### src/rtl/serial_pattern_gen_pkg.sv
// Shared state encoding and helpers for the serial pattern generator.
package serial_pattern_gen_pkg;

    localparam int STATE_W  = 4;
    localparam int IDX_IDLE = 0;
    localparam int IDX_SEND = 1;
    localparam int IDX_GAP  = 2;
    localparam int IDX_DONE = 3;

    typedef enum logic [STATE_W-1:0] {
        ST_IDLE = 4'b0001,
        ST_SEND = 4'b0010,
        ST_GAP  = 4'b0100,
        ST_DONE = 4'b1000
    } state_t;

    function automatic int clamp_len(input int len, input int width);
        return (len > width) ? width : len;
    endfunction

endpackage

### src/rtl/serial_pattern_gen_shift_reg.sv
// Shadow + shift register and bit counter; bit0 is the bit to present after the coming edge.
// Single-cycle update on load/reload/shift, no backpressure.
module pattern_shift_reg
    import serial_pattern_gen_pkg::*;
#(
    parameter int WIDTH = 8,
    parameter int CNT_W = 4
) (
    input  logic             clk,
    input  logic             reset,
    input  logic             load,
    input  logic             reload,
    input  logic             shift,
    input  logic [WIDTH-1:0] pattern,
    input  logic [CNT_W-1:0] len,
    output logic             bit0,
    output logic             last
);

    logic [WIDTH-1:0] shadow;
    logic [WIDTH-1:0] sreg;
    logic [WIDTH-1:0] sreg_shr;
    logic [CNT_W-1:0] cnt;
    logic [CNT_W-1:0] len_q;
    logic [CNT_W-1:0] len_eff;

    assign len_eff  = CNT_W'(clamp_len(int'(len), WIDTH));
    assign sreg_shr = sreg >> 1;
    assign last     = (cnt == len_q - CNT_W'(1));

    // Look-ahead so the top can register w_out in the same edge that updates sreg.
    always_comb begin
        bit0 = sreg[0];
        if (load)
            bit0 = pattern[0];
        else if (reload)
            bit0 = shadow[0];
        else if (shift)
            bit0 = sreg_shr[0];
    end

    always_ff @(posedge clk or posedge reset) begin
        if (reset) begin
            shadow <= '0;
            sreg   <= '0;
            cnt    <= '0;
            len_q  <= '0;
        end else if (load) begin
            shadow <= pattern;
            sreg   <= pattern;
            len_q  <= len_eff;
            cnt    <= '0;
        end else if (reload) begin
            sreg <= shadow;
            cnt  <= '0;
        end else if (shift) begin
            sreg <= sreg_shr;
            cnt  <= cnt + CNT_W'(1);
        end
    end

endmodule

### src/rtl/serial_pattern_gen.sv
// Serial pattern source: shifts a latched pattern out LSB-first; first bit one cycle after start.
// No backpressure: start is ignored while busy, abort returns to IDLE at the next edge.
module serial_pattern_gen
    import serial_pattern_gen_pkg::*;
#(
    parameter int WIDTH = 8,
    parameter int CNT_W = 4
) (
    input  logic             clk,
    input  logic             reset,
    input  logic             start,
    input  logic [WIDTH-1:0] pattern,
    input  logic [CNT_W-1:0] len,
    input  logic             rpt,
    input  logic             abort,
    output logic             w_out,
    output logic             w_valid,
    output logic             busy,
    output logic             done
);

    state_t             state;
    logic [STATE_W-1:0] state_nxt;
    logic               is_idle;
    logic               is_send;
    logic               is_gap;
    logic               is_done;
    logic               ok;
    logic               go;
    logic               zero;
    logic               load;
    logic               reload;
    logic               shift;
    logic               bit0;
    logic               last;

    assign is_idle = state[IDX_IDLE];
    assign is_send = state[IDX_SEND];
    assign is_gap  = state[IDX_GAP];
    assign is_done = state[IDX_DONE];
    assign zero    = (len == '0);
    assign busy    = ~is_idle;

    // An illegal (non one-hot) state vector falls back to IDLE like an abort.
    always_comb begin
        state_nxt = '0;
        ok        = ~abort & $onehot(state);
        go        = ok & is_idle & start;
        load      = go;
        reload    = ok & is_gap;
        shift     = ok & is_send;

        state_nxt[IDX_IDLE] = ~ok | (is_idle & ~start) | is_done;
        state_nxt[IDX_SEND] = (go & ~zero) | (ok & is_send & ~last) | reload;
        state_nxt[IDX_GAP]  = ok & is_send & last & rpt;
        state_nxt[IDX_DONE] = (go & zero) | (ok & is_send & last & ~rpt);
    end

    always_ff @(posedge clk or posedge reset) begin
        if (reset) begin
            state   <= ST_IDLE;
            w_out   <= 1'b0;
            w_valid <= 1'b0;
            done    <= 1'b0;
        end else begin
            state   <= state_t'(state_nxt);
            w_valid <= state_nxt[IDX_SEND];
            w_out   <= state_nxt[IDX_SEND] & bit0;
            done    <= state_nxt[IDX_DONE];
        end
    end

    pattern_shift_reg #(
        .WIDTH (WIDTH),
        .CNT_W (CNT_W)
    ) u_shift (
        .clk     (clk),
        .reset   (reset),
        .load    (load),
        .reload  (reload),
        .shift   (shift),
        .pattern (pattern),
        .len     (len),
        .bit0    (bit0),
        .last    (last)
    );

endmodule

### config.mk
export PLATFORM = sky130hd
export DESIGN_NAME = serial_pattern_gen
export DESIGN_NICKNAME = d
export VERILOG_FILES = /design/src/rtl/serial_pattern_gen_pkg.sv /design/src/rtl/serial_pattern_gen_shift_reg.sv /design/src/rtl/serial_pattern_gen.sv
export SDC_FILE = /design/constraint.sdc
export NUM_CORES = 1
export LEC_CHECK = 0
export BUFFER_PORTS_ARGS = -buffer_cell sky130_fd_sc_hd__clkbuf_2
export CAP_MARGIN = 15
export CORE_MARGIN = 2
export CORE_UTILIZATION = 35
export CTS_CLUSTER_SIZE = 30
export DETAILED_ROUTE_END_ITERATION = 10
export SLEW_MARGIN = 20
export SYNTH_ARGS = -nofsm -noshare
export SYNTH_HDL_FRONTEND = slang
export SYNTH_SLANG_ARGS = --single-unit
### constraint.sdc
create_clock -name clk -period 3.3 [get_ports clk]
set_input_delay 0.33 -clock clk [delete_from_list [all_inputs] [get_ports clk]]
set_output_delay 0.33 -clock clk [all_outputs]
set_load 0.01 [all_outputs]
# [After elaboration in Yosys (flattened, before gate mapping)]
# Index checks and enable logic that the tools add are counted.
[op_classes] n_eq_ne=2 order_cmp=1 bitwise_logic=25 n_reduce_logical=2 n_addsub=5 muxes=10
[ops] cell="$mux W8" n=3
[ops] cell="$mux W4" n=4
[ops] cell="$and A1 B1 Y1" n=13
[ops] cell="$not A1 Y1" n=7
[ops] cell="$or A1 B1 Y1" n=5
[ops] cell="$add A1 B1 Y2" n=2
[ops] cell="$add A4 B1 Y4 const B" n=1
[ops] cell="$eq A4 B4 Y1" n=1
[ops] cell="$gt A4 B4 Y1 const B" n=1
[ops] cell="$logic_not A4 Y1" n=1
[ops] cell="$sub A4 B1 Y4 const B" n=1
[ops] cell="$add A2 B2 Y3" n=1
[ops] cell="$eq A3 B1 Y1 const B" n=1
[ops] cell="$mux W1" n=3
[ops] cell="$reduce_bool A3 Y1" n=1
[totals] reg_bits=31 input_bits=17

# [Logic depth before layout (Yosys ltp)]
# Gate-level depths: netlist (run 1).
[logic_depth] word_depth=10 mapped_depth=11

# [Hierarchy]
# Synthesis (run 1) repeated with hierarchy kept, for this count alone.
[unflattened] hier_cells=148 hier_area_um2=1495.2
[by_module_without_submodules] module="pattern_shift_reg" area_per_inst_um2=1187.4 cells_each=118 n_inst=1
[by_module_without_submodules] module="serial_pattern_gen" area_per_inst_um2=307.8 cells_each=30 n_inst=1

# [Worst setup path before layout (run 1)]
# OpenSTA, ideal clock, no wires.
[synth_path] path_type="reg-to-reg" from="register state[0]" to="register w_out" t_arrival_ns=2.792 stages_incl_launch_ff=11 t_required_ns=3.218 slack_ns=0.426 n_path_buf=1 period_less_slack_ns=2.874 cell_sequence="dfstp_2 inv_1 fa_1 inv_1 ha_1 ha_1 or4b_4 buf_6 a311oi_2 a221oi_2 a22oi_2"
[synth_via] elab_chain_cells=10 elab_cells_between_ends=16
[synth_lines] item="start, declared" line_no="serial_pattern_gen.sv:22" rtl="state_t state;"
[synth_lines] item="start signal, assigned" line_no="serial_pattern_gen.sv:66" rtl="state <= state_t'(state_nxt);"
[synth_lines] item="$add A1 B1 Y2 (implied by the code)" line_no="serial_pattern_gen.sv:47" rtl="ok = ~abort & $onehot(state);"
[synth_lines] item="$add A2 B2 Y3 (implied by the code)" line_no="serial_pattern_gen.sv:47"
[synth_lines] item="$eq A3 B1 Y1" line_no="serial_pattern_gen.sv:47"
[synth_lines] item="$and A1 B1 Y1" line_no="serial_pattern_gen.sv:47"
[synth_lines] item="$and A1 B1 Y1 (2 in a row)" line_no="serial_pattern_gen.sv:48" rtl="go = ok & is_idle & start;"
[synth_lines] item="$and A1 B1 Y1" line_no="serial_pattern_gen.sv:54" rtl="state_nxt[IDX_SEND] = (go & ~zero) | (ok & is_send & ~last) | reload;"
[synth_lines] item="$or A1 B1 Y1 (2 in a row)" line_no="serial_pattern_gen.sv:54"
[synth_lines] item="$and A1 B1 Y1 (*)" line_no="serial_pattern_gen.sv:68" rtl="w_out <= state_nxt[IDX_SEND] & bit0;"
[synth_lines] item="end signal, assigned" line_no="serial_pattern_gen.sv:68"
[synth_lines] item="end, declared" line_no="serial_pattern_gen.sv:16" rtl="output logic w_out,"
# Every way passes the cells marked *; elsewhere a longest branch is shown, timed or not.
# A chain may end at the register's enable or synchronous reset.

# [Worst setup path in the final report (run 1)]
# Same ends and word-level chain as after synthesis.

==> impl_metrics.tcl, run 1 <==
set metrics [dict create \
    status "complete, no violations" \
    worstPathMaxFanout 11 \
    finalCritPeriodShare_pct 90.24 \
    syn_avg_cell_area_um2 9.430 \
    grt_overflow 0 \
    timing.rr.start "state[0]$_DFF_PP1_" \
    max_freq_ghz 0.3358 \
    die_h_um 70.07 \
    synthFlopType "dfrtp_1" \
    drive_gt1_share_pct 21.28 \
    cp_slowest_stage_delay_ns 0.64 \
    async_reset_ff_share_pct 100.0 \
    ir_worst_vdd_v 0.0003162 \
    n_antenna_cell 0 \
    synth_top_cell_by_area "dfrtp_1" \
    ys_seq_area_share_pct 47.58 \
    finalHoldViolations 0 \
    grt_setup_unrepaired "false" \
    grt_pass1_wl_mm 5.582 \
    htreeDepth 2 \
    area_delta_synth_final_pct 18.10 \
    r2r-end "w_out$_DFF_PP0_" \
    drt_wl_total_mm 3.150 \
    cp-startpoint "state[0]$_DFF_PP1_" \
    path_cells "inv_1, fa_1, inv_1, ha_1, ha_1, or4b_4, nor2_1, a221oi_2, a22oi_2" \
    worst-r2r-cell-count 9 \
    io_pins 21 \
    synth_fp_nets 184 \
    fillCellCount 448 \
    ys_top_cells_by_area "dfrtp_1, nand2_1, o31a_1, ha_1, o21ai_0" \
    tritoncts "yes" \
    cts_hold_buf 0 \
    ys_ff_latch 29 \
    critPathTopFamily "adder cells" \
    cts_root_buf "clkbuf_8" \
    synthCells 162 \
    end_kind "flop" \
    antenna_found_initial 0 \
    grt.total_usage_pct 14.73 \
    synthTopCellsByCount "nand2_1, dfrtp_1, nor2_1" \
    crit_end "w_out$_DFF_PP0_" \
    initial_core_util_pct 35.83 \
    initialDrtViolationCount 54 \
    grt_pass1_vias 1156 \
    clk_pin_slew_ns 0.07 \
    cp.arrival_ns 3.18 \
    path_buf_inv 2 \
    ys_warn_count 0 \
    wl_met3_um 139 \
    met2_wirelength_mm 1.517 \
    slew_headroom_pct 59.97 \
    rows 24 \
    synth_area_mm2 0.001528 \
    drv_slew 0 \
    cts.sinks 29 \
    report.power.total_mw 1.602 \
    tns_ns 0 \
    final_nets 209 \
    wl_met1_mm 1.426 \
    hp-class "in -> async" \
    grt_max_degree 30 \
    dr.pass1.iters 4 \
    top_layer_used "met4" \
    routabilityCongestion 0.7546 \
    setup_violations 0 \
    dp_hpwl_mm 2.272 \
    cp.required_ns 3.50 \
    io_buffers 20 \
    post-cts-setup-buffer-count 0 \
    max_cap_violations 0 \
    numCtsBuffers 5 \
    tightestPinTransition_ns 0.5996 \
    post_cts_resized 0 \
    critical-path-slowest-cell "or4b_4" \
    via_count 1213 \
    cts_buffer_depth 2 \
    yosysUniqueCellTypes 35 \
    clk_latency_ns 0.28 \
    postRouteAntennaNets 0 \
    start_kind "flop" \
    crit_type "reg -> reg" \
    die_x_um 70.07 \
    clock_skew_ns 0.006162 \
    p_leak_nw 0.8769 \
    period_needed_ns 2.978 \
    wl_per_cell_um 13.13 \
    final_core_util_pct 42.31 \
    powerDensity_mw_per_mm2 887.7 \
    post-synth-top-count-cell "nand2_1" \
    drcViolationCount 0 \
    die_area_mm2 0.004909 \
    routed_via_density 5.054 \
    r2r_slack_ns 0.32 \
    core_area_mm2 0.004264 \
    yosys.area.top_type_share_pct 45.86 \
    crit_cells 9 \
    synth_enable_flop_cells 0 \
]
[registers in the layout, indices dropped and copies added, names as in the netlist]
name	flops
w_out	1
u_shift.cnt	4
u_shift.shadow	8
u_shift.sreg	8
done	1
state	3
u_shift.len_q	4
[layout by cell type (no fill, tap or decap), types with 2 or more instances in the layout]
master / Yosys / routed
clkbuf_8: 0 / 6
nor2_1: 12 / 12
nand3b_1: 3 / 3
inv_1: 10 / 9
ha_1: 4 / 4
xor2_1: 3 / 3
o31a_1: 6 / 6
a21oi_1: 9 / 9
xnor2_1: 4 / 4
dfrtp_1: 28 / 28
clkbuf_2: 1 / 20
nand2_1: 35 / 35
nor3_1: 3 / 3
nor4_1: 2 / 2
buf_4: 1 / 4
o21ai_0: 10 / 10
nand3_1: 5 / 5
nand2b_1: 6 / 6
inv_2: 1 / 2
[how the worst min path moves through the flow]
stage / end / cells after the start / start
after floorplan: done$_DFF_PP0_ / 1 / reset
after global placement: u_shift.shadow[3]$_DFFE_PP0P_ / 2 / u_shift.shadow[3]$_DFFE_PP0P_
after detailed placement: u_shift.shadow[7]$_DFFE_PP0P_ / 2 / reset
after CTS: u_shift.shadow[3]$_DFFE_PP0P_ / 2 / reset
after global routing: u_shift.shadow[4]$_DFFE_PP0P_ / 2 / reset
final: u_shift.shadow[3]$_DFFE_PP0P_ / 2 / reset
[per-layer routing]
metal / GRT usage [%] / vias to the layer above
li1: - / 606
met1: 18.91 / 576
met2: 22.75 / 24
met3: 4.762 / 7
met4: 6.410 / 0
met5: 0 / -
[layout make-up]
| class | instances | area, um^2 | area share [%] |
|---|---|---|---|
| multi-input cells | 116 | 724.4 | 40.15 |
| clock buffers | 7 | 86.33 | 4.785 |
| well taps | 52 | 65.06 | 3.606 |
| repair buffers | 24 | 130.1 | 7.212 |
| clock inverters | 1 | 30.03 | 1.664 |
| flip-flops and latches | 29 | 726.9 | 40.29 |
| inverters | 11 | 41.29 | 2.288 |
[cells by family after synthesis]
kind of cell    after synthesis  synth area share, %
flops                        29                47.58
fa+ha+maj                     5                4.587
compound gates               33                15.15
xor+xnor                      8                5.487
simple gates                 70                22.19
buf+inv                      17                4.996
[power breakdown]
| group | switching [mW] | internal [mW] |
|---|---|---|
| logic | 0.355 | 0.275 |
| clock network | 0.134 | 0.246 |
| registers | 0.0905 | 0.502 |
[metrics by stage]
| step | setup slack (ns) | hold slack [ns] | std cells | instance area, um^2 |
|---|---|---|---|---|
| finish | 0.3220 | 0.09565 | 240 | 1804 |
| global route | 0.1889 | 0.1390 | 240 | 1804 |
| CTS | 0.3290 | 0.1182 | 240 | 1804 |
| detailed placement | 0.3496 | 0.4247 | 232 | 1688 |
| global placement | 0.3708 | 0.4556 | 232 | 1688 |
| floorplan | 0.4260 | 0.4074 | 162 | 1528 |
No activity file was read; power rests on OpenSTA's default activity.
==> run 2, diff against run 1 <==
Settings changed: ABC_AREA from default to 1, BUFFER_PORTS_ARGS -buffer_cell sky130_fd_sc_hd__clkbuf_2 to -buffer_cell sky130_fd_sc_hd__buf_2.
Clock period 3.3 ns to 3.6 ns, I/O delays scaled along.
==> run 2 against run 1 <==
  * Final cell count grew 19%
  * Register-to-register slack gained 0.40 ns
  * Combinational power shrank 4.0%
  * Via count grew 7.9%
  * Die area grew 6.4%
  * Total power shrank 12%
  * Count of clock-buffer cells in the layout is the same
  * Hold slack gained 0.047 ns
  * Wire length grew 2.6%
  * Critical path type unchanged
  * Highest routed layer unchanged
==> impl_metrics.tcl, run 2 <==
set metrics [dict create \
    pwr-share-seq_pct 37.9 \
    synth_compound_area_share_pct 5.291 \
    final_nets 256 \
    clk_latency_ns 0.28 \
    p_switching_mw 0.5688 \
    postRouteAntennaNets 0 \
    tritoncts "yes" \
    io_buffers 20 \
    htreeDepth 2 \
    syn_avg_cell_area_um2 7.807 \
    initialDrtViolationCount 50 \
    ys_top_cells_by_area "dfrtp_1, nand2_1, inv_1, ha_1, nor2_4" \
    synth_enable_flop_cells 0 \
    grt.total_usage_pct 14.38 \
    netSwitchingFraction_pct 40.42 \
    routed_via_density 4.577 \
    drcViolationCount 0 \
    place_area_mm2 0.001770 \
    post-synth-top-count-cell "nand2_1" \
    final_core_util_pct 42.06 \
    layout_commonest_cell "nand2_1" \
    fillCellCount 474 \
    drive_gt1_share_pct 19.23 \
    wl_per_cell_um 11.30 \
    cts.sinks 29 \
    use_met3_pct 3.889 \
    finalCritPeriodShare_pct 79.86 \
    post_cts_resized 0 \
    start_kind "flop" \
    dp_hpwl_mm 2.345 \
    p_int_mw 0.8385 \
    hp-class "in -> async" \
    yosysUniqueCellTypes 27 \
    finalHoldViolations 0 \
    drv_slew 0 \
    via_count 1309 \
    path_cells "inv_1, fa_1, inv_1, ha_1, ha_1, nor2_4, nand2_2, nor2_2, nand2_1, nand2_1, nor2_1, a21oi_1" \
    yosys.area.top_type_share_pct 42.94 \
    drt_wl_total_mm 3.233 \
    critical-path-slowest-cell "dfstp_2" \
    synthMuxAreaShare_pct 0 \
    cp.required_ns 3.81 \
    report.power.total_mw 1.407 \
    grt_setup_unrepaired "false" \
    post-cts-setup-buffer-count 0 \
    worstPathMaxFanout 12 \
    tightestPinTransition_ns 0.5743 \
    powerDensity_mw_per_mm2 757.9 \
    use_met1_pct 19.19 \
    grt_pass1_wl_mm 5.637 \
    numCtsBuffers 5 \
    cts_root_buf "clkbuf_8" \
    synth_fp_nets 231 \
    p_leak_nw 1.065 \
    cp_slowest_stage_delay_ns 0.56 \
    rows 24 \
    area_delta_synth_final_pct 13.80 \
    tns_ns 0 \
    synthTopCellsByCount "nand2_1, dfrtp_1, inv_1" \
    max_cap_violations 0 \
    slew_headroom_pct 61.67 \
    ys_warn_count 0 \
    synth_xor_area_share_pct 2.684 \
    dr.pass1.iters 4 \
    cp.arrival_ns 3.08 \
    p_comb_share_pct 43.0 \
    synthCells 209 \
    async_reset_ff_share_pct 100.0 \
    die_area_mm2 0.005224 \
    pwr-share-clk_pct 19.1 \
    crit_type "reg -> reg" \
    max_freq_ghz 0.3478 \
    synth_area_mm2 0.001632 \
    synth_top_family_by_area "simple AND/OR/NAND/NOR gates" \
    layout_common_cells "nand2_1, dfrtp_1, inv_1" \
    holdWs_ns 0.1425 \
    path_buf_inv 2 \
    grtUsageMet2_pct 21.61 \
    design_area_mm2 0.001857 \
    synthFlopType "dfrtp_1" \
    cts_buffer_depth 2 \
    synth_top_cell_by_area "dfrtp_1" \
    initial_core_util_pct 36.96 \
    core_area_mm2 0.004414 \
    yosys.area_share.simple_pct 34.66 \
    ys_ff_latch 29 \
    setup_violations 0 \
    cts_hold_buf 0 \
    clock_skew_ns 0.005977 \
    status "complete, no violations" \
    n_antenna_cell 0 \
    antenna_found_initial 0 \
    grt.busiest_layer "met2" \
    critPathTopFamily "simple AND/OR/NAND/NOR gates" \
    synth_fa_ha_area_share_pct 4.294 \
    reg_top3 "u_shift.shadow (8), u_shift.sreg (8)" \
    ys_seq_area_share_pct 44.56 \
    die_x_um 72.28 \
    die_h_um 72.28 \
    grt_pass1_vias 1234 \
    clk_pin_slew_ns 0.06 \
    io_pins 21 \
    routabilityCongestion 0.7921 \
    grt_max_degree 30 \
    ir_worst_vdd_v 0.0002955 \
    end_kind "flop" \
    period_needed_ns 2.875 \
    grt_overflow 0 \
]
-- run 2: cell types whose count changed in the layout (fill, tap and decap cells not counted), sizes merged, moves of 3 or more --
| cell | before | now |
|---|---|---|
| nand2 | 35 | 102 |
| clkbuf | 27 | 7 |
| buf | 4 | 21 |
| inv | 11 | 28 |
| a21oi | 9 | 2 |
| nand2b | 6 | 0 |
| o21ai | 10 | 4 |
| o31a | 6 | 0 |
| nand3b | 3 | 0 |
| nand4 | 1 | 4 |
| nor2 | 12 | 15 |
| o22ai | 0 | 3 |
-- run 2: path summary, 6_finish.rpt --
kind	cells past startpoint	end	from	slack, ns
min in group clk	3	state[2]$_DFF_PP0_	rpt	0.30
max	12	w_out$_DFF_PP0_	state[0]$_DFF_PP1_	0.72
max in group asynchronous	3	state[0]$_DFF_PP1_	reset	3.14
max reg2reg	12	w_out$_DFF_PP0_	state[0]$_DFF_PP1_	0.72
min	3	u_shift.sreg[2]$_DFFE_PP0P_	reset	0.14
min reg2reg	2	u_shift.shadow[3]$_DFFE_PP0P_	u_shift.shadow[3]$_DFFE_PP0P_	0.47
-- run 2: worst reg2reg max path, cell delays in order (launching register included) --
cell and delay (ns):
dfstp_2 0.56, inv_1 0.09, fa_1 0.48, inv_1 0.04
ha_1 0.18, ha_1 0.32, nor2_4 0.18, nand2_2 0.10
nor2_2 0.46, nand2_1 0.14, nand2_1 0.10, nor2_1 0.06
a21oi_1 0.11
-- run 2: routing by layer --
| metal | wire length, um | up-vias |
|---|---|---|
| met4 | 66 | 0 |
| met2 | 1451 | 19 |
| met1 | 1577 | 596 |
| li1 | - | 687 |
| met3 | 137 | 7 |
| met5 | 0 | - |
-- run 2: power groups by stage --
| stage | Sequential, mW | Clock (mW) | Combinational (mW) |
|---|---|---|---|
| after detailed placement | 0.538 | 0 | 0.609 |
| after global routing | 0.551 | 0.295 | 0.709 |
| after global placement | 0.537 | 0 | 0.603 |
| final | 0.533 | 0.269 | 0.605 |
| after CTS | 0.534 | 0.276 | 0.612 |
| after floorplan | 0.527 | 0 | 0.511 |
-- run 2: area by class of cell --
cell class              instances  area (um^2)  area share (%)
multi-input cells             149        765.7           41.24
clock buffers                   7        86.33           4.650
repair buffers                 21        107.6           5.795
well taps                      52        65.06           3.504
inverters                      28        105.1           5.660
flip-flops and latches         29        726.9           39.15
-- run 2: through the flow --
| step | std cells | setup WS, ns |
|---|---|---|
| 2_1_floorplan | 209 | 1.077 |
| 3_3_place_gp | 279 | 0.8065 |
| 3_5_place_dp | 279 | 0.7398 |
| 4_1_cts | 286 | 0.7282 |
| 5_1_grt | 286 | 0.4854 |
| 6_report | 286 | 0.7249 |
-- run 2: logic make-up after synthesis --
logic type / after synthesis
AOI/OAI and AO/OA: 11
xor gates and xnor gates: 5
adders and majority gates: 5
buffers and inverters: 31
DFF: 29
and+or+nand+nor: 128
==> run 3, diff against run 2 <==
Clock period 3.6 ns to 2.6 ns, I/O delays scaled along.
==> run 3 against run 2 <==
  * Critical path type unchanged
  * Clock skew rose by 0.00099 ns
  * Final cell count rose by 4.2%
  * Largest cell class unchanged
  * Highest routed layer unchanged
  * Combinational power rose by 59%
==> impl_metrics.tcl, run 3 (synthesized netlist as in run 2, its figures left out) <==
set metrics [dict create \
    cts_root_buf "clkbuf_8" \
    grt_setup_unrepaired "false" \
    layout.cells.non_filler 298 \
    ir_worst_vdd_v 0.0003494 \
    antenna_found_initial 0 \
    n_antenna_cell 0 \
    period_needed_ns 2.424 \
    clk_pin_slew_ns 0.07 \
    cp.required_ns 2.77 \
    clk_latency_ns 0.28 \
    cp.arrival_ns 2.59 \
    grt_overflow 0 \
    cp_slowest_stage_delay_ns 0.54 \
    rows 24 \
    r2r_slack_ns 0.18 \
    final_nets 267 \
    powerDensity_mw_per_mm2 1059 \
    layout_common_cells "nand2_1, dfrtp_1, inv_1" \
    tritoncts "yes" \
    grt_pass1_vias 1276 \
    grt.total_usage_pct 14.51 \
    die_x_um 72.28 \
    io_buffers 20 \
    p_leak_nw 1.133 \
    crit_type "reg -> reg" \
    regArea_um2 726.9 \
    multi_input_area_um2 790.8 \
    holdWs_ns 0.04065 \
    postRouteAntennaNets 0 \
    cts.sinks 29 \
    end_kind "flop" \
    tightestPinTransition_ns 0.3696 \
    critical-path-slowest-cell "dfstp_2" \
    drv_slew 0 \
    via_count 1325 \
    setup_violations 0 \
    grt_pass1_wl_mm 5.754 \
    hp-class "in -> async" \
    fillCellCount 438 \
    timing.rr.start "state[0]$_DFF_PP1_" \
    path_cells "inv_2, fa_1, inv_1, ha_2, ha_4, nor2_4, nand4_4, nand2_4, nor2_4, buf_4, nand2_1, nand2_1" \
    core_area_mm2 0.004414 \
    io_pins 21 \
    initialDrtViolationCount 58 \
    final_core_util_pct 44.84 \
    htreeDepth 2 \
    wl_met1_mm 1.564 \
    worst-r2r-cell-count 12 \
    cts_buffer_depth 2 \
    design_area_mm2 0.001979 \
    clock_skew_ns 0.006970 \
    met2_wirelength_mm 1.512 \
    layout_commonest_cell "nand2_1" \
    grt_max_degree 30 \
    worstPathMaxFanout 8 \
    cts_hold_buf 0 \
    max_freq_ghz 0.4125 \
    finalHoldViolations 0 \
    area_delta_synth_final_pct 21.32 \
    wl_met3_um 126 \
    dp_cells 285 \
    die_area_mm2 0.005224 \
    start_kind "flop" \
    drt_wl_total_mm 3.260 \
    drive_gt1_share_pct 24.80 \
    drcViolationCount 0 \
    wl_per_cell_um 10.94 \
    routabilityCongestion 0.8754 \
    initial_core_util_pct 36.96 \
    dp_hpwl_mm 2.403 \
    r2r-end "u_shift.sreg[7]$_DFFE_PP0P_" \
    top_layer_used "met4" \
    reg_top3 "u_shift.shadow (8), u_shift.sreg (8)" \
    status "complete, no violations" \
    slew_headroom_pct 75.36 \
    dr.pass1.iters 4 \
    die_h_um 72.28 \
    numCtsBuffers 5 \
    finalCritPeriodShare_pct 93.25 \
    place_area_mm2 0.001815 \
    routed_via_density 4.446 \
    max_cap_violations 0 \
]
run 3: layer usage:
layer  track usage, %  vias to the layer above
met5                0                        -
met4            6.918                        0
met3            4.167                        6
met2            21.51                       25
met1            19.52                      589
li1                 -                      705
run 3: worst max-delay path by stage:
stage	cells after the start	startpoint	endpoint
finish	12	state[0]$_DFF_PP1_	u_shift.sreg[7]$_DFFE_PP0P_
global route	12	state[0]$_DFF_PP1_	u_shift.sreg[3]$_DFFE_PP0P_
CTS	14	state[0]$_DFF_PP1_	u_shift.sreg[6]$_DFFE_PP0P_
detailed placement	14	state[0]$_DFF_PP1_	u_shift.sreg[2]$_DFFE_PP0P_
global placement	14	state[0]$_DFF_PP1_	u_shift.sreg[4]$_DFFE_PP0P_
floorplan	10	state[0]$_DFF_PP1_	u_shift.len_q[3]$_DFFE_PP0P_
run 3: worst max-delay path, delay by kind of cell, from the launching register on:
| kind | cells | cell delay (ns) |
|---|---|---|
| and+or+nand+nor | 6 | 0.67 |
| buffers and inverters | 3 | 0.24 |
| adders and majority gates | 3 | 0.86 |
| DFF | 1 | 0.54 |
run 3: what timing repair did:
action	CTS	global route
resized for setup	1	4
setup endpoints to repair	8	25
pin swaps	0	5
setup buffers	0	5
run 3: power by group:
part           switching (mW)  total, mW  internal, mW
clock network           0.168      0.407         0.239
registers              0.0940      0.729         0.635
logic                   0.561      0.961         0.400
total                   0.823       2.10          1.27
run 3: final cells by class:
cell class | instances | share of cell area, %
repair buffers | 32 | 9.608
well taps | 52 | 3.287
clock buffers | 7 | 4.867
clock inverters | 1 | 0.2528
inverters | 28 | 5.310
multi-input cells | 149 | 39.95
flip-flops and latches | 29 | 36.73
run 3: metrics by stage:
| stage | power [mW] | setup slack [ns] | TNS [ns] |
|---|---|---|---|
| after floorplan | 1.437 | 0.07667 | 0 |
| after CTS | 2.065 | 0.01522 | 0 |
| after global routing | 2.324 | 0.009801 | 0 |
| after global placement | 1.623 | 0.03609 | 0 |
| final | 2.096 | 0.1755 | 0 |
| after detailed placement | 1.639 | -0.03066 | -0.1575 |
